$ cat src/rtl/pulse_pkg.sv
// Shared constants for the pulse deserializer: default frame width, FSM
// state encodings and the ones-count width.
package pulse_pkg;

  localparam int unsigned DEFAULT_WIDTH = 16;
  localparam int unsigned ONES_W        = $clog2(DEFAULT_WIDTH) + 1;

  localparam logic [1:0] IDLE   = 2'd0;
  localparam logic [1:0] SHIFT  = 2'd1;
  localparam logic [1:0] PARITY = 2'd2;

endpackage

$ cat src/rtl/pulse_bit_counter.sv
// Bit-position counter for the deserializer: load to 1 on a frame start,
// increment per shifted bit, flag the cycle that carries the final data bit.
module pulse_bit_counter #(
  parameter int unsigned CNT_W = 5,
  parameter int unsigned TERM  = 15
) (
  input  logic             clock,
  input  logic             reset_n,
  input  logic             load,
  input  logic             inc,
  output logic [CNT_W-1:0] bit_cnt,
  output logic             last_bit_c
);

  always_ff @(posedge clock or negedge reset_n) begin
    if (!reset_n) begin
      bit_cnt <= '0;
    end else if (load) begin
      bit_cnt <= CNT_W'(1);
    end else if (inc) begin
      bit_cnt <= bit_cnt + CNT_W'(1);
    end
  end

  assign last_bit_c = (bit_cnt == CNT_W'(TERM));

endmodule

$ cat src/rtl/pulse_deserializer.sv
// MSB-first serial-to-parallel deserializer with abort-on-restart and a
// registered ones count. Define PULSE_DESER_PARITY_EN for a trailing even-parity bit.
module pulse_deserializer
  import pulse_pkg::*;
#(
  parameter int unsigned WIDTH = DEFAULT_WIDTH
) (
  input  logic                   clock,
  input  logic                   reset_n,
  input  logic                   serial_in,
  input  logic                   frame_start,
  output logic [WIDTH-1:0]       word_out,
  output logic                   word_valid,
  output logic [$clog2(WIDTH):0] ones_count,
  output logic                   busy,
  output logic                   frame_abort,
  output logic                   parity_err
);

  localparam int unsigned OW    = $clog2(WIDTH) + 1;
  localparam int unsigned CNT_W = $clog2(WIDTH + 1);
`ifdef PULSE_DESER_PARITY_EN
  localparam int unsigned SH_W  = WIDTH;
`else
  // the final data bit comes straight from serial_in, so one bit less is stored
  localparam int unsigned SH_W  = WIDTH - 1;
`endif

  logic [1:0]       state, state_n;
  logic [SH_W-1:0]  shreg, shreg_n;
  logic [WIDTH-1:0] word_n, done_word;
  logic [OW-1:0]    ones_n, ones_c;
  logic             valid_n, abort_n;
  logic             cnt_load, cnt_inc, last_bit_c;
  logic [CNT_W-1:0] bit_cnt;
  logic             unused_bit_cnt;

  pulse_bit_counter #(
    .CNT_W (CNT_W),
    .TERM  (WIDTH - 1)
  ) u_bit_counter (
    .clock      (clock),
    .reset_n    (reset_n),
    .load       (cnt_load),
    .inc        (cnt_inc),
    .bit_cnt    (bit_cnt),
    .last_bit_c (last_bit_c)
  );

  // bit position is carried for observability; sequencing uses last_bit_c
  assign unused_bit_cnt = ^bit_cnt;

  // Word as it stands when a frame completes on this edge
`ifdef PULSE_DESER_PARITY_EN
  assign done_word = (state == PARITY) ? shreg : WIDTH'({shreg, serial_in});
`else
  assign done_word = {shreg, serial_in};
`endif

  always_comb begin
    ones_c = '0;
    for (int i = 0; i < int'(WIDTH); i++) ones_c = ones_c + OW'(done_word[i]);
  end

`ifdef PULSE_DESER_PARITY_EN
  logic perr_n;
`endif

  always_comb begin
    state_n  = state;
    shreg_n  = shreg;
    word_n   = word_out;
    ones_n   = ones_count;
    valid_n  = 1'b0;
    abort_n  = 1'b0;
    cnt_load = 1'b0;
    cnt_inc  = 1'b0;
`ifdef PULSE_DESER_PARITY_EN
    perr_n   = 1'b0;
`endif
    case (state)
      IDLE: begin
        if (frame_start) begin
          shreg_n  = SH_W'(serial_in);
          cnt_load = 1'b1;
          state_n  = SHIFT;
        end
      end
      SHIFT: begin
        if (frame_start) begin
          abort_n  = 1'b1;
          shreg_n  = SH_W'(serial_in);
          cnt_load = 1'b1;
        end else begin
          shreg_n = SH_W'({shreg, serial_in});
          cnt_inc = 1'b1;
          if (last_bit_c) begin
`ifdef PULSE_DESER_PARITY_EN
            state_n = PARITY;
`else
            word_n  = done_word;
            ones_n  = ones_c;
            valid_n = 1'b1;
            state_n = IDLE;
`endif
          end
        end
      end
`ifdef PULSE_DESER_PARITY_EN
      PARITY: begin
        if (frame_start) begin
          abort_n  = 1'b1;
          shreg_n  = SH_W'(serial_in);
          cnt_load = 1'b1;
          state_n  = SHIFT;
        end else begin
          word_n  = done_word;
          ones_n  = ones_c;
          valid_n = 1'b1;
          perr_n  = ^{shreg, serial_in};
          state_n = IDLE;
        end
      end
`endif
      default: state_n = IDLE;
    endcase
  end

  always_ff @(posedge clock or negedge reset_n) begin
    if (!reset_n) begin
      state       <= IDLE;
      shreg       <= '0;
      word_out    <= '0;
      ones_count  <= '0;
      word_valid  <= 1'b0;
      frame_abort <= 1'b0;
      busy        <= 1'b0;
    end else begin
      state       <= state_n;
      shreg       <= shreg_n;
      word_out    <= word_n;
      ones_count  <= ones_n;
      word_valid  <= valid_n;
      frame_abort <= abort_n;
      busy        <= (state_n != IDLE);
    end
  end

`ifdef PULSE_DESER_PARITY_EN
  always_ff @(posedge clock or negedge reset_n) begin
    if (!reset_n) parity_err <= 1'b0;
    else          parity_err <= perr_n;
  end
`else
  assign parity_err = 1'b0;
`endif

endmodule

$ cat config.mk
export PLATFORM = sky130hd
export DESIGN_NAME = pulse_deserializer
export DESIGN_NICKNAME = d
export VERILOG_FILES = /design/src/rtl/pulse_pkg.sv /design/src/rtl/pulse_bit_counter.sv /design/src/rtl/pulse_deserializer.sv
export SDC_FILE = /design/constraint.sdc
export NUM_CORES = 1
export LEC_CHECK = 0
export ABC_AREA = 1
export BUFFER_PORTS_ARGS = -buffer_cell sky130_fd_sc_hd__buf_2
export CAP_MARGIN = 25
export CORE_MARGIN = 2
export CORE_UTILIZATION = 35
export DETAILED_ROUTE_END_ITERATION = 6
export HOLD_SLACK_MARGIN = 0.15
export PLACE_DENSITY_LB_ADDON = 0.05
export SLEW_MARGIN = 30
export SYNTH_ARGS = -nofsm -noshare
export SYNTH_HDL_FRONTEND = slang
export SYNTH_SLANG_ARGS = --single-unit
$ cat constraint.sdc
create_clock -name clock -period 5.3 [get_ports clock]
set_clock_uncertainty 0.2 [all_clocks]
set_input_delay 0.795 -clock clock [delete_from_list [all_inputs] [get_ports clock]]
set_output_delay 0.795 -clock clock [all_outputs]
set_load 0.02 [all_outputs]
==> impl_metrics.py <==
metrics = {
    "yosys": {
        "synth_area_leaders": "dfrtp_1 (54%), fa_1 (9.4%), nand2_1 (7.1%)",
        "yosysUniqueCellTypes": 21,
        "synth_commonest_cells": "dfrtp_1 (46), nand2_1 (40), inv_1 (31)",
        "ys_ff_latch": 46,
        "synth_top_area_share_pct": 54.2,
        "synth-main-ff-cell": "dfrtp_1",
        "yosysSeqAreaShare_pct": 54.2,
        "yosysWarnings": 0,
        "synthesis.area_mm2": 0.00212,
        "yosysMostFrequentCell": "dfrtp_1",
        "synth.largest_area_cell": "dfrtp_1",
        "synth_edf_count": 0,
        "synthCells": 201,
        "synthArstFlopShare_pct": 100,
        "syn_area_per_cell_um2": 10.6,
    },
    "floorplanning": {
        "initial_core_util_pct": 36.1,
        "dieArea_mm2": 0.00671,
        "ios": 29,
        "core-area_mm2": 0.00589,
        "std_cell_rows": 28,
        "die_h_um": 81.9,
        "dieWidth_um": 81.9,
    },
    "grt": {
        "antenna_found_initial": 0,
        "grt_pass1_wl_mm": 6.78,
        "grtUsageTotal_pct": 13.7,
        "grt_overflow_total": 0,
        "first_global_vias": 1492,
        "grt_max_degree": 47,
    },
    "routing": {
        "drtPass1Iterations": 4,
        "drt_iter0_drc": 111,
        "routed_wl_mm": 4.06,
        "ant_nets": 0,
        "drc": 0,
        "avgViaCountPerCell": 4.72,
        "wl_per_cell_um": 13.3,
        "dr_total_vias": 1441,
    },
    "pwr": {
        "p_total_mw": 0.669,
        "p_seq_share_pct": 54.3,
        "swShare_pct": 23.2,
        "internal_power_mw": 0.514,
        "clockPowerShare_pct": 38.4,
        "power_density_mw_per_mm2": 279,
        "pwr-share-comb_pct": 7.4,
        "leakage_nw": 1.23,
        "peakVddDrop_v": 0.000170,
        "switchingPower_mw": 0.155,
    },
    "clocking": {
        "clockBufferDepth": 2,
        "cts_max_level": 2,
        "cts_resized": 0,
        "ctsHoldBuffers": 0,
        "cts_sinks": 46,
        "clkLatencyLatePin_ns": 0.30,
        "clkTransAtPathRegs_ns": 0.09,
        "cts_tree": "done",
        "cts_root_buffer": "clkbuf_8",
        "cts_buffers": 5,
        "post-cts-setup-buffers": 0,
    },
    "cells_and_area": {
        "fillers": 594,
        "area_growth_pct": 13.1,
        "antenna_cells": 0,
        "stdcell_area_mm2": 0.00240,
        "final_net_count": 250,
        "drive_gt1_share_pct": 19.6,
    },
    "critical_path": {
        "max_stage_delay_ns": 0.57,
        "critPathSlowestCell": "fa_1",
        "path_cells": "buf_2, inv_1, fa_1, fa_1, fa_1, fa_1, inv_1, ha_1, fa_1, xnor2_1, o21ai_0",
        "worstSetupPathType": "input port to flop",
        "crit_top_cell": "fa_1",
        "cp_data_arrival_time_ns": 3.89,
        "worst_setup_path_start_kind": "input port",
        "cp.required_ns": 5.32,
        "endpoint_kind": "flop",
        "crit_fanout": 2,
    },
    "place": {
        "place.gp.congestion": 0.804,
        "hpwl_mm": 2.91,
        "portBuffers": 27,
        "dp_slack_ns": 1.11,
        "placed_cell_area_mm2": 0.00230,
    },
    "sta": {
        "worst_pin_slew_ns": 0.668,
        "tns_ns": 0,
        "slew_viol_final": 0,
        "post-route-min-period_ns": 3.88,
        "fmax_ghz": 0.258,
        "relSlewSlack_pct": 55.4,
        "setup_slack_ns": 1.42,
        "post-route-period-util_pct": 73.2,
        "hold_viol_final": 0,
        "finalSetupViolCount": 0,
        "rsz0062_at_grt": "no",
    },
    "hold_path": {
        "hold_path.class": "flop to flop",
    },
    "flow_run": {
        "drv_cap": 0,
    },
    "status": {
        "status": "finished, final reports clean",
    },
}
## final timing paths
path	from	endpoint	slack, ns	depth (start not counted)
worst max-delay path	serial_in	ones_count[2]$_DFFE_PN0P_	1.42	11
worst min-delay path	ones_count[0]$_DFFE_PN0P_	ones_count[0]$_DFFE_PN0P_	0.27	2
worst max register to register	shreg[6]$_DFFE_PN0P_	ones_count[2]$_DFFE_PN0P_	1.59	10
worst min register to register	ones_count[0]$_DFFE_PN0P_	ones_count[0]$_DFFE_PN0P_	0.27	2
max in group asynchronous	reset_n	u_bit_counter.bit_cnt[4]$_DFFE_PN0P_	4.19	1
min in group asynchronous	reset_n	word_out[15]$_DFFE_PN0P_	0.29	1
## registers in the layout, indices dropped and copies added (netlist names)
signal / cells
busy: 1
frame_abort: 1
ones_count: 5
shreg: 15
state: 2
u_bit_counter.bit_cnt: 5
word_out: 16
word_valid: 1
## power groups by stage
stage               Clock [mW]  Sequential (mW)  Combinational, mW
finish                   0.257            0.363             0.0492
detailed placement           0            0.370             0.0520
CTS                      0.262            0.363             0.0515
global placement             0            0.369             0.0492
floorplan                    0            0.370             0.0317
global route             0.281            0.364             0.0590
## layer usage
metal  wire (µm)  GRT usage, %
met2        2170          24.1
met3         141          3.63
met4          46          4.50
met5           0             0
met1        1700          16.1
## critical path, delay by kind of cell
family                     cells  cell delay, ns
buffers and inverters          3            0.19
AOI/OAI and AO/OA              1            0.18
xor gates and xnor gates       1            0.14
adders and majority gates      6            2.60
## logic make-up (layout without fill, tap and decap cells)
| kind of cell | count (synthesis) | after routing | synth area share (%) |
|---|---|---|---|
| AO/OA/AOI/OAI | 42 | 42 | 12.2 |
| XOR/XNOR | 1 | 1 | 0.413 |
| adder cells (fa/ha/maj) | 17 | 17 | 13.6 |
| buffers and inverters | 41 | 69 | 8.96 |
| flip-flops | 46 | 46 | 54.2 |
| other | 1 | 2 | 0.177 |
| AND/OR/NAND/NOR | 53 | 53 | 10.5 |
## stage by stage
step / utilization (%) / hold WS (ns) / instances
after floorplan: - / 0.295 / 202
after global placement: 39.0 / 0.252 / 297
after detailed placement: 39.0 / 0.254 / 297
after CTS: 40.8 / 0.272 / 305
after global routing: 40.8 / 0.292 / 305
final: 40.8 / 0.268 / 305
## layout by cell type (no fill, tap or decap), types with 2 or more instances in the layout
cell type  netlist  routed
ha_1             7       7
inv_1           31      31
nand2_1         40      40
clkbuf_1         0       2
conb_1           1       2
o21ai_0         13      13
inv_2            3       3
o21ai_2          7       7
nand3_1          7       7
a21oi_1          2       2
fa_1            10      10
clkbuf_8         0       5
o21ai_1          3       3
dfrtp_1         46      46
buf_2            2      26
o22ai_1         16      16
nor2_1           4       4
## area by class of cell
cell class	instances	area, µm²	share of cell area, %
clock buffer	7	76.3	3.18
clock inverter	1	30.0	1.25
inverter	34	128	5.31
multi-input combinational	115	786	32.7
sequential	46	1150	47.9
tap	75	93.8	3.91
timing repair buffer	27	138	5.73
(Power assumes the default switching activity.)
